===== src/rtl/vram_pkg.sv =====
// Shared VRAM definitions: bus widths, arbiter state encoding and the
// screen/row/column to SRAM address map used by the writer and display scanner.
package vram_pkg;

  localparam int BW_ADDR = 18;
  localparam int BW_DATA = 15;

  typedef enum logic [2:0] {
    ST_IDLE      = 3'd0,
    ST_RD_ADDR   = 3'd1,
    ST_RD_SAMPLE = 3'd2,
    ST_WR_SETUP  = 3'd3,
    ST_WR_STROBE = 3'd4,
    ST_WR_HOLD   = 3'd5
  } arb_state_e;

  function automatic logic [BW_ADDR-1:0] map_xy(input logic screen,
                                                input logic [6:0] y,
                                                input logic [8:0] x);
    return {1'b0, screen, y, x};
  endfunction

endpackage


===== src/rtl/vram_sram_arbiter.sv =====
// Arbitrates the asynchronous VRAM SRAM between the LCD burst reader (priority)
// and the pixel writer, and sequences nOE/nWE/address/data-enable for the pad.
module vram_sram_arbiter
  import vram_pkg::*;
#(
  parameter int RD_BURST = 320
) (
  input  logic               Clock,
  input  logic               Reset,
  input  logic               RdReq,
  input  logic [BW_ADDR-1:0] RdAddr,
  output logic               RdBusy,
  output logic               RdValid,
  output logic [BW_DATA-1:0] RdData,
  input  logic               WrReq,
  input  logic               WrScreen,
  input  logic [8:0]         WrX,
  input  logic [6:0]         WrY,
  input  logic [BW_DATA-1:0] WrData,
  output logic               WrAck,
  output logic               nWE,
  output logic               nOE,
  output logic [BW_ADDR-1:0] SRAMAddr,
  output logic [BW_DATA-1:0] SRAMDout,
  output logic               SRAMDoe,
  input  logic [BW_DATA-1:0] SRAMDin
);

  localparam int CW = (RD_BURST > 1) ? $clog2(RD_BURST) : 1;
  localparam logic [CW-1:0] LAST_WORD = CW'(RD_BURST - 1);

  arb_state_e         state_q, state_d;
  logic [BW_ADDR-1:0] addr_q, addr_d;
  logic [BW_DATA-1:0] dout_q, dout_d;
  logic [BW_DATA-1:0] rd_data_q, rd_data_d;
  logic [CW-1:0]      cnt_q, cnt_d;
  logic               rd_valid_q, rd_valid_d;
  logic               rd_busy_q, rd_busy_d;
  logic               wr_ack_q, wr_ack_d;
  logic               nwe_q, nwe_d;
  logic               noe_q, noe_d;
  logic               doe_q, doe_d;

  always_comb begin
    state_d    = state_q;
    addr_d     = addr_q;
    dout_d     = dout_q;
    cnt_d      = cnt_q;
    rd_data_d  = rd_data_q;
    rd_valid_d = 1'b0;
    case (state_q)
      ST_IDLE: begin
        if (RdReq) begin
          state_d = ST_RD_ADDR;
          addr_d  = RdAddr;
          cnt_d   = '0;
        end else if (WrReq) begin
          state_d = ST_WR_SETUP;
          addr_d  = map_xy(WrScreen, WrY, WrX);
          dout_d  = WrData;
        end
      end
      ST_RD_ADDR:   state_d = ST_RD_SAMPLE;
      ST_RD_SAMPLE: begin
        rd_data_d  = SRAMDin;
        rd_valid_d = 1'b1;
        if (cnt_q == LAST_WORD) begin
          state_d = ST_IDLE;
        end else begin
          state_d = ST_RD_ADDR;
          addr_d  = addr_q + BW_ADDR'(1);
          cnt_d   = cnt_q + CW'(1);
        end
      end
      ST_WR_SETUP:  state_d = ST_WR_STROBE;
      ST_WR_STROBE: state_d = ST_WR_HOLD;
      ST_WR_HOLD:   state_d = ST_IDLE;
      default:      state_d = ST_IDLE;
    endcase

    // Strobes are decoded from the next state so the pad sees flop outputs.
    rd_busy_d = (state_d == ST_RD_ADDR) || (state_d == ST_RD_SAMPLE);
    noe_d     = !rd_busy_d;
    nwe_d     = (state_d != ST_WR_STROBE);
    doe_d     = (state_d == ST_WR_SETUP) || (state_d == ST_WR_STROBE) ||
                (state_d == ST_WR_HOLD);
    wr_ack_d  = (state_d == ST_WR_HOLD);
  end

  always_ff @(posedge Clock or posedge Reset) begin
    if (Reset) begin
      state_q    <= ST_IDLE;
      addr_q     <= '0;
      dout_q     <= '0;
      cnt_q      <= '0;
      rd_data_q  <= '0;
      rd_valid_q <= 1'b0;
      rd_busy_q  <= 1'b0;
      wr_ack_q   <= 1'b0;
      nwe_q      <= 1'b1;
      noe_q      <= 1'b1;
      doe_q      <= 1'b0;
    end else begin
      state_q    <= state_d;
      addr_q     <= addr_d;
      dout_q     <= dout_d;
      cnt_q      <= cnt_d;
      rd_data_q  <= rd_data_d;
      rd_valid_q <= rd_valid_d;
      rd_busy_q  <= rd_busy_d;
      wr_ack_q   <= wr_ack_d;
      nwe_q      <= nwe_d;
      noe_q      <= noe_d;
      doe_q      <= doe_d;
    end
  end

  assign RdBusy   = rd_busy_q;
  assign RdValid  = rd_valid_q;
  assign RdData   = rd_data_q;
  assign WrAck    = wr_ack_q;
  assign nWE      = nwe_q;
  assign nOE      = noe_q;
  assign SRAMAddr = addr_q;
  assign SRAMDout = dout_q;
  assign SRAMDoe  = doe_q;

endmodule


===== config.mk =====
export PLATFORM = sky130hd
export DESIGN_NAME = vram_sram_arbiter
export DESIGN_NICKNAME = d
export VERILOG_FILES = /design/src/rtl/vram_pkg.sv /design/src/rtl/vram_sram_arbiter.sv
export SDC_FILE = /design/constraint.sdc
export NUM_CORES = 1
export LEC_CHECK = 0
export CAP_MARGIN = 30
export CORE_MARGIN = 2
export CORE_UTILIZATION = 25
export DETAILED_ROUTE_END_ITERATION = 7
export GPL_TIMING_DRIVEN = 0
export PLACE_DENSITY = 0.46
export SETUP_SLACK_MARGIN = 0.1
export SLEW_MARGIN = 30
export SYNTH_ARGS = -nofsm -noshare
export SYNTH_HDL_FRONTEND = slang
export SYNTH_SLANG_ARGS = --single-unit

===== constraint.sdc =====
create_clock -name Clock -period 2.3 [get_ports Clock]
set_input_delay 0.46 -clock Clock [delete_from_list [all_inputs] [get_ports Clock]]
set_output_delay 0.46 -clock Clock [all_outputs]
set_load 0.01 [all_outputs]

==> results of run 1 <==
-- per-layer routing --
metal / GRT usage / up-vias / routed length (um)
met5: 0 / - / 0
met4: 0.0459 / 0 / 140
met3: 0.0577 / 8 / 797
met2: 0.218 / 106 / 4420
met1: 0.189 / 1433 / 4380
li1: - / 1451 / -
-- cells in the mapped netlist, types with 4 or more instances --
cell       n
a211oi_1   4
a21oi_1   26
and3_1     5
clkbuf_1  13
dfrtp_1   64
inv_1      5
mux2_1     4
mux2_2    15
mux2i_1   11
nand2_1   78
nand3_1   13
nand4_1    4
nor2_1    19
nor3_1     7
o21ai_0   14
o22a_1     6
o22ai_1    4
xnor2_1    5
-- worst register-to-register path, cell delays in order, from the launching register on --
cell,delay (ns)
dfrtp_1,0.44
or3b_1,0.38
buf_2,0.18
nor4_1,0.60
a32oi_1,0.19
o22a_1,0.20
-- where the power goes --
part	switching (W)	leakage, nW	total [W]	internal (W)
sequential	0.000413	0.802	0.00210	0.00169
clock	0.000521	0.144	0.00142	0.000902
combinational	0.00139	1.18	0.00292	0.00153
total	0.00232	2.12	0.00645	0.00412
-- sequential cells by signal, indices dropped and copies added (netlist names) --
name / count
RdBusy: 1
RdData: 15
SRAMAddr: 18
state_q: 3
WrAck: 1
cnt_q: 9
nWE: 1
SRAMDoe: 1
RdValid: 1
SRAMDout: 15
nOE: 1
-- area by class of cell --
type                       instances  share of cell area
timing repair buffer             122               0.247
clock buffer                      11              0.0504
buffer                            20              0.0197
inverter                           5             0.00424
sequential                        66               0.330
clock inverter                     5              0.0122
tap                              172              0.0429
multi-input combinational        249               0.294
-- layout by cell type, fill, tap and decap left out, types with 11 or more instances in the layout --
master and instances:
mux2_2 15, a21oi_1 26, nor2_1 19, o21ai_0 14, dfrtp_1 64, nand3_1 13
clkdlybuf4s50_1 121, mux2i_1 11, nand2_1 78
-- per-stage QoR --
stage / utilization / setup slack [ns] / std cells / hold slack, ns
after global placement: 0.369 / -1.23 / 633 / 0.458
final: 0.397 / 0.196 / 650 / 0.443
after floorplan: - / 0.189 / 340 / 0.452
after global routing: 0.397 / 0.0666 / 650 / 0.457
after CTS: 0.396 / 0.106 / 650 / 0.446
after detailed placement: 0.372 / -0.0996 / 634 / 0.461
-- final timing paths --
path                             from            to  slack (ns)  cells past startpoint
setup / recovery           state_q[0]  SRAMAddr[11]        0.20                      5
hold / removal                  Reset   SRAMDout[0]        0.44                      2
setup reg to reg           state_q[0]  SRAMAddr[11]        0.20                      5
hold reg to reg             RdData[7]     RdData[7]        0.47                      2
max in group asynchronous       Reset           nOE        1.28                      3
min in group Clock          RdData[7]     RdData[7]        0.47                      2
-- timing repair --
item                       4_1_cts  5_1_grt
buffers inserted                 0        0
resized for setup                1       10
setup endpoints to repair        1       27
-- logic make-up after synthesis --
family | after synthesis | share of synthesized area
adder cells (fa/ha/maj) | 2 | 0.00774
AND/OR/NAND/NOR | 141 | 0.193
XOR/XNOR | 5 | 0.0135
multiplexers | 30 | 0.100
flip-flops | 66 | 0.512
AO/OA/AOI/OAI | 71 | 0.140
buffers and inverters | 25 | 0.0337
==> impl_metrics.toml, run 1 <==
[run_status]
outcome = "finished, final reports clean"

[sta]
slew_violations = 0
fmax_mhz = 475
relSlewSlack = 0.476
tns_ns = 0
fin_crit_sh = 0.915
worst_pin_slew_ns = 0.786
rsz0062_at_grt = "true"
hold_viol = 0
setup_violations = 0
fin_worst_skew_ns = 0.00519
finalCriticalPeriod_ns = 2.10

[placed_design]
place_congestion = 0.782
place_hpwl_mm = 7.11
dpl_cell_area_um2 = 4690
port_buffers = 121

[clocking]
clock-sinks = 66
clockBufferDepth = 2
cts_tree = "yes"
cts_buffers = 9
cts.htree.levels = 3
clk_pin_slew_worst_paths_ns = 0.06
root_buffer = "clkbuf_16"
clkLatencyLatePin_ns = 0.33
ctsHoldBuffers = 0

[floorplanning]
core_region_area_um2 = 12600
io_pins = 123
fp-row-count = 41
die_area_um2 = 13900
die_x_um = 118
die_h_um = 118
initial_core_util = 0.256

[critical_path]
critPathSlowestCell = "nor4_1"
cp.required_ns = 2.51
critPathKind = "reg2reg"
crit_chain = "or3b_1 -> buf_2 -> nor4_1 -> a32oi_1 -> o22a_1"
worstPathMaxFanout = 7
worstSetupEndpointType = "register"
cp_slowest_stage_delay_ns = 0.60
crit_family = "simple AND/OR/NAND/NOR gates"
critical_path_buf_inv_count = 1
start_kind = "register"
crit_arrival_ns = 2.31

[run]
max_cap_viol_count = 0

[routing]
ant_nets = 0
drtPass1Iterations = 4
drtIter0Drc = 122
routed_wl_mm = 9.73
drc_errors = 0
via_per_inst = 4.61
vias = 2998
post_drt_wl_per_cell_um = 15.0

[layout]
final_nets = 544
multi_input_area_um2 = 1470
stdcell_area_um2 = 5020
drive_above_1_share = 0.103
filler_cell_count = 1303
area.growth.synth_to_final_pct = 55.2
regArea_um2 = 1650
antenna_cells = 0

[logic_synthesis]
ys_ff_latch = 66
synth_top_area_frac = 0.496
yosys_warnings = 0
synth.distinct_cells = 47
async_flop_share = 1.00
synth_area_leader_cell = "dfrtp_1"
avgSynthCellArea_um2 = 9.51
synth-edff-count = 0
ys_seq_area_frac = 0.512
synth_ff_type = "dfrtp_1"
syn_inst = 340
synthTopCellsByArea = "dfrtp_1 (50%), nand2_1 (9.1%), mux2_2 (5.2%), a21oi_1 (4.0%), mux2i_1 (3.4%)"
synth_area_um2 = 3230
synth_fp_nets = 411

[pwr]
p_leak_nw = 2.12
ir_worst_vdd_mv = 0.521
power_w = 0.00645
p_per_area_nw_per_um2 = 1280

[grt]
track_usage = 0.144
first_global_vias = 3037
antenna_found_initial = 0
gr-total-overflow = 0
grt_max_degree = 46
grt_pass1_wl_mm = 15.9

[worst_hold_path]
worstHoldPathType = "in2async"
Note: power is estimated with default switching activity, not from simulation.
==> run 2: changes to the inputs <==
--- a/config.mk
+++ b/config.mk
@@ -12,7 +12,7 @@
 export GPL_TIMING_DRIVEN = 0
 export PLACE_DENSITY = 0.46
 export SETUP_SLACK_MARGIN = 0.1
-export SLEW_MARGIN = 30
+export SLEW_MARGIN = 20
 export SYNTH_ARGS = -nofsm -noshare
 export SYNTH_HDL_FRONTEND = slang
 export SYNTH_SLANG_ARGS = --single-unit
==> results of run 2 <==
Same layout as run 1: the final DEF is identical, and so are final timing and power.
==> run 3: changes to the inputs <==
--- a/config.mk
+++ b/config.mk
@@ -12,7 +12,7 @@
 export GPL_TIMING_DRIVEN = 0
 export PLACE_DENSITY = 0.46
 export SETUP_SLACK_MARGIN = 0.1
-export SLEW_MARGIN = 20
+export SLEW_MARGIN = 25
 export SYNTH_ARGS = -nofsm -noshare
 export SYNTH_HDL_FRONTEND = slang
 export SYNTH_SLANG_ARGS = --single-unit
==> results of run 3 <==
Same layout as run 1: the final DEF is identical, and so are final timing and power.
==> variant 1: new RTL, config.mk and constraints of run 1 <==
The parameter `RD_BURST` goes from 320 to 640.
--- a/src/rtl/vram_sram_arbiter.sv
+++ b/src/rtl/vram_sram_arbiter.sv
@@ -3,7 +3,7 @@
 module vram_sram_arbiter
   import vram_pkg::*;
 #(
-  parameter int RD_BURST = 320
+  parameter int RD_BURST = 640
 ) (
   input  logic               Clock,
   input  logic               Reset,
Formal check against the unedited RTL: no difference found for any inputs over 10 cycles, from zero or initial values and one cycle with Reset high; that may be too few to reach the edited logic, so the function may still have changed.
==> variant 1 against run 1 <==
  * Final cell count increased by 0.77%
  * Synthesized area increased by 6.7%
  * Via count increased by 1.0%
  * Core utilization decreased by 0.80 points
  * Design area increased by 3.6%
  * Critical path depth decreased by 4
  * Global-route usage decreased by 0.48 points
  * Sequential cell count increased by 1
  * Setup slack improved by 0.25 ns
  * Power increased by 4.5%
  * Routed wire length increased by 3.2%
  * Count of clock-buffer cells in the layout unchanged
  * Highest routed layer unchanged
==> variant 1: results (changes against run 1) <==
- The static power due to leakage was 2.24 nW (+5.2%).
- The setup skew after layout was 0.00688 ns (+0.00169 ns).
- The post-synthesis compound-gate area fraction is 13.4% (-0.56 points).
- The maximum buffer depth of the clock tree is 2 (unchanged).
- The commonest cells after synthesis are sky130_fd_sc_hd__nand2_1, sky130_fd_sc_hd__dfrtp_1, sky130_fd_sc_hd__a21oi_1.
- The number of antenna violations at the first check in global routing is 0 (unchanged).
- The top routing layer in use is met4.
- The sequential share of the synthesized area is 48.7% (-2.5 points).
- The post-synthesis share of cell area spent on xor and xnor gates is 1.52% (+0.17 points).
- The number of CTS-inserted buffers was 9 (unchanged).
- The worst-path maximum fanout is 8 (+1).
- The smallest hold slack is 0.473 ns (+0.0307 ns).
- The end of the worst register-to-register path is SRAMAddr[5]$_DFFE_PP0P_.
- The depth of the worst register-to-register path was 6 (+1).
- The stage delay of the slowest cell on the critical path is 0.59 ns.
- In this run the clock root is driven by a sky130_fd_sc_hd__clkbuf_16.
- The net count of the mapped netlist is 412 (+0.24%).
- The pin count of the biggest net entering global routing came to 39 (-15%).
- The number of flip-flops in the largest register is 18 (unchanged).
- The run finished with clean final reports.
- The worst min-delay path startpoint is RdData[7]$_DFFE_PP0P_.
- The maximum VDD drop is 0.000501 V (-3.8%).
- The met1 wire length is 4890 um (+12%).
- The min-delay analysis places its worst path in the category flop to flop.
- The number of filler cells placed in the layout is 1361 (+4.5%).
- The adder-cell share of the synthesized area is 0.725% (-0.049 points).
- The minimum setup slack among reg-to-reg paths is 0.48 ns (+0.28 ns).
- The multiplexer area fraction after synthesis was 9.58% (-0.45 points).
- The count of different cell masters after synthesis came to 57 (+21%).
- The met2 routed wirelength is 4290 um (-2.9%).
- The kind of cell with the highest combined delay along the critical path is buffers and inverters.
- The number of nets in the finished design is 545 (+0.18%).
- The total global routing overflow is 0 (unchanged).
- The data arrival time of the critical path is 1.40 ns (-0.91 ns).
- The worst setup slack before clock tree synthesis came to 0.0951 ns (+0.195 ns).
- The cell with the largest stage delay on the worst path is sky130_fd_sc_hd__clkdlybuf4s50_1.
- The launching point of the worst reg2reg path is cnt_q[0]$_DFFE_PP0P_.
- The detailed-placement wirelength estimate is 7210 um (+1.5%).
- The number of cells upsized or downsized after cts is 0 (-1).
- The number of global-route vias before repair is 2865 (-5.7%).
- The total met3 wirelength after detailed routing is 728 um (-8.7%).
- By area the synthesized netlist is led by sky130_fd_sc_hd__dfrtp_1, sky130_fd_sc_hd__nand2_1, sky130_fd_sc_hd__mux2_2.
- The depth of the CTS H-tree was 3 (unchanged).
- The initial DRC count is 171 (+40%).
- The global-route wire length before repair was 15700 um (-1.3%).
- The fraction of layout cells with a size suffix above 1 was 16.3% (+6.0 points).
- The routability-driven placement congestion ratio is 0.754 (-3.7%).
- The global router's overall resource usage was 14.0% (-0.48 points).
- The actual slew at the worst max-slew pin is 0.529 ns (-0.257 ns).
- The via count of the routed design came to 3028 (+1.0%).
- The routed wire length came to 10000 um (+3.2%).
- The number of hold-slack violations in the final timing report is 0 (unchanged).
==> variant 1: cell types whose count changed in the layout (fill, tap and decap cells not counted), sizes merged, moves of 5 or more <==
cell	delta
clkbuf	-13
mux2i	-5
xor2	+6
xnor2	-5
nand4	+6
buf	+13
nand2	-8
==> variant 1: final cells by class <==
| class | count | area (sq um) | area share, % |
|---|---|---|---|
| timing repair buffer | 122 | 1230 | 23.7 |
| inverter | 5 | 21.3 | 0.409 |
| sequential | 67 | 1680 | 32.3 |
| buffer | 20 | 145 | 2.79 |
| clock inverter | 5 | 52.6 | 1.01 |
| tap | 176 | 220 | 4.24 |
| clock buffer | 11 | 243 | 4.67 |
| multi-input combinational | 249 | 1610 | 30.9 |
==> variant 1: where the power goes <==
part / leakage, nW / internal (W) / total, W / switching, W
registers: 0.815 / 0.00171 / 0.00211 / 0.000393
logic: 1.27 / 0.00170 / 0.00325 / 0.00156
clock network: 0.145 / 0.000863 / 0.00137 / 0.000512
==> variant 1: worst max-delay path by stage <==
stage                        startpoint                  endpoint  slack (ns)
2_1_floorplan                     Reset          RdBusy$_DFF_PP0_        0.16
3_3_place_gp                      Reset  SRAMAddr[10]$_DFFE_PP0P_       -1.26
3_5_place_dp                      WrReq  SRAMDout[10]$_DFFE_PP0P_         0.1
4_1_cts        SRAMAddr[12]$_DFFE_PP0P_              SRAMAddr[12]        0.42
5_1_grt         SRAMAddr[7]$_DFFE_PP0P_               SRAMAddr[7]        0.37
6_report        SRAMAddr[7]$_DFFE_PP0P_               SRAMAddr[7]        0.44
==> variant 1: logic make-up after synthesis <==
logic type | Yosys count
AND/OR/NAND/NOR | 143
AO/OA/AOI/OAI | 70
flip-flops | 67
multiplexers | 28
buffers and inverters | 25
XOR/XNOR | 6
adder cells (fa/ha/maj) | 2
==> variant 1: through the flow <==
step / utilization, % / cells / cell area, sq um
floorplan: - / 341 / 3450
global placement: 36.6 / 638 / 4880
detailed placement: 36.7 / 639 / 4900
CTS: 38.9 / 655 / 5200
global route: 38.9 / 655 / 5200
finish: 38.9 / 655 / 5200
==> variant 1: routing by layer <==
layer,global-route usage (%),vias up
met3,3.57,7
met2,20.4,103
met4,5.89,0
met1,19.4,1450
li1,-,1468
met5,0,-
==> variant 2: new RTL, flow settings as in run 1 <==
Made on the original files. Re-encode `arb_state_e` (6 states) as one-hot, 6 bits wide.
--- a/src/rtl/vram_pkg.sv
+++ b/src/rtl/vram_pkg.sv
@@ -5,13 +5,13 @@
   localparam int BW_ADDR = 18;
   localparam int BW_DATA = 15;
 
-  typedef enum logic [2:0] {
-    ST_IDLE      = 3'd0,
-    ST_RD_ADDR   = 3'd1,
-    ST_RD_SAMPLE = 3'd2,
-    ST_WR_SETUP  = 3'd3,
-    ST_WR_STROBE = 3'd4,
-    ST_WR_HOLD   = 3'd5
+  typedef enum logic [5:0] {
+    ST_IDLE      = 6'b000001,
+    ST_RD_ADDR   = 6'b000010,
+    ST_RD_SAMPLE = 6'b000100,
+    ST_WR_SETUP  = 6'b001000,
+    ST_WR_STROBE = 6'b010000,
+    ST_WR_HOLD   = 6'b100000
   } arb_state_e;
 
   function automatic logic [BW_ADDR-1:0] map_xy(input logic screen,
Function: no difference found for any inputs over 10 cycles, from zero or initial values and one cycle with Reset high; not proved beyond that.
==> variant 2 against run 1 <==
  * Critical path depth is 2 higher
  * First-iteration DRC count rose by 47%
  * Sequential share of layout area down 0.25 points
  * Fmax up 1.9%
  * Design area up 5.5%
  * Routed wire length up 9.1%
  * Setup slack better by 0.039 ns
  * Synthesized area up 7.2%
  * Combinational power grew 2%
  * Power shrank 1.8%
  * Sequential cell count grew 3
  * Global-route usage rose by 0.80 points
  * Hold slack better by 0.025 ns
==> variant 2: results (changes against run 1) <==
- The flow ran to the end, and the final reports show no timing, DRC or antenna violations.
- The number of instances in the placed design is 651 (+2.7%).
- The number of nets in the finished design came to 560 (+2.9%).
- The global-route wire length before repair is 17000 um (+6.9%).
- The pin count of the biggest net entering global routing is 43 (-6.5%).
- The met2 routing resource usage after global routing is 25.5% (+3.7 points).
- The met1 global-route usage is 18.4% (-0.46 points).
- The static power due to leakage is 2.24 nW (+5.3%).
- The standard-cell row count is 43 (+4.9%).
- The stage delay of the slowest cell on the critical path is 0.51 ns (-0.09 ns).
- The worst-path maximum fanout is 9 (+2).
- By count the netlist is led by sky130_fd_sc_hd__nand2_1, sky130_fd_sc_hd__dfrtp_1, sky130_fd_sc_hd__a21oi_1.
- The sequential share of the synthesized area came to 49.9% (-1.3 points).
- The minimum setup slack among reg-to-reg paths came to 0.24 ns (+0.04 ns).
- The global routing met3 resource utilization is 5.71% (-0.054 points).
- The fraction of layout cells with a size suffix above 1 is 14.8% (+4.5 points).
- The maximum VDD drop is 0.000504 V (-3.1%).
- For this design, the slowest cell found on the critical path is sky130_fd_sc_hd__or4_4.
- The end of the worst register-to-register path is cnt_q[7]$_DFFE_PP0P_.
- The switching part of the total is 35.7% (-0.37 points).
- The via count of the routed design was 3147 (+5.0%).
- The final non-filler cell total is 674 (+3.7%).
- The routability-driven placement congestion ratio came to 0.789 (+0.81%).
- The global router's overall resource usage is 15.2% (+0.80 points).
- The detailed-placement wirelength estimate is 7590 um (+6.8%).
- The net count of the mapped netlist is 420 (+2.2%).
- The worst setup slack before clock tree synthesis is -0.158 ns (-0.0582 ns).
- The launching point of the worst reg2reg path is state_q[4]$_DFF_PP0_.
- The setup skew after layout is 0.00845 ns (+0.00326 ns).
- Ranked by total cell area, the synthesized netlist is headed by sky130_fd_sc_hd__dfrtp_1, sky130_fd_sc_hd__mux2_2, sky130_fd_sc_hd__nand2_1.
- The initial DRC count came to 179 (+47%).
- The routed wire length per instance was 15.8 um (+5.2%).
- The number of filler cells placed in the layout is 1425 (+9.4%).
[variant 2: cell count changes in the layout (fill, tap and decap cells not counted), moves of 4 or more]
cell | before | now
sky130_fd_sc_hd__mux2_1 | 4 | 0
sky130_fd_sc_hd__mux2_2 | 15 | 23
sky130_fd_sc_hd__nand2_1 | 78 | 67
sky130_fd_sc_hd__buf_4 | 1 | 6
[variant 2: power groups by stage]
stage	Combinational (W)	Sequential, W	Clock, W
after floorplan	0.00128	0.00229	0
after global placement	0.00287	0.00212	0
after detailed placement	0.00291	0.00213	0
after CTS	0.00292	0.00212	0.00128
after global routing	0.00325	0.00220	0.00135
final	0.00297	0.00212	0.00123
[variant 2: layout make-up]
type,count,area [sq um],share of cell area [%]
timing repair buffer,129,1300,24.6
inverter,9,41.3,0.780
tap,180,225,4.26
clock buffer,16,251,4.75
sequential,69,1730,32.7
buffer,19,113,2.13
multi-input combinational,252,1630,30.7
[variant 2: what timing repair did]
item	CTS	global route
endpoints found under the setup margin	27	47
endpoints found under the hold margin	0	0
buffers inserted	0	7
pin swaps	0	2
resized for setup	4	14
[variant 2: worst max path at each step]
stage,start,endpoint,slack [ns],cells after the start
2_1_floorplan,Reset,RdBusy$_DFF_PP0_,0.11,1
3_3_place_gp,Reset,SRAMAddr[15]$_DFFE_PP0P_,-1.33,2
3_5_place_dp,WrReq,SRAMDout[1]$_DFFE_PP0P_,-0.16,5
4_1_cts,cnt_q[0]$_DFFE_PP0P_,SRAMAddr[3]$_DFFE_PP0P_,0.1,7
5_1_grt,cnt_q[0]$_DFFE_PP0P_,SRAMAddr[0]$_DFFE_PP0P_,0.11,7
6_report,state_q[4]$_DFF_PP0_,cnt_q[7]$_DFFE_PP0P_,0.24,7
[variant 2: layer usage]
layer  vias to the layer above  share of wire [%]
li1                       1533                  -
met1                      1534                 42
met2                        68                 51
met3                        12                6.0
met4                         0                1.1
met5                         -                  0
[variant 2: cells by family (layout without fill, tap and decap cells)]
kind of cell,Yosys count,count (layout),share of synthesized area [%]
XOR/XNOR,5,5,1.26
multiplexers,33,33,10.4
buffers and inverters,28,173,4.12
AO/OA/AOI/OAI,78,78,14.8
AND/OR/NAND/NOR,134,134,18.8
flip-flops,69,69,49.9
adder cells (fa/ha/maj),2,2,0.722
[variant 2: through the flow]
| step | power, W | hold WS, ns | instance area (sq um) | setup TNS [ns] |
|---|---|---|---|---|
| after floorplan | 0.00357 | 0.466 | 3470 | 0 |
| after global placement | 0.00500 | 0.459 | 4900 | -90.99 |
| after detailed placement | 0.00503 | 0.462 | 4930 | -1.95 |
| after CTS | 0.00632 | 0.474 | 5190 | 0 |
| after global routing | 0.00680 | 0.492 | 5290 | 0 |
| final | 0.00633 | 0.468 | 5290 | 0 |
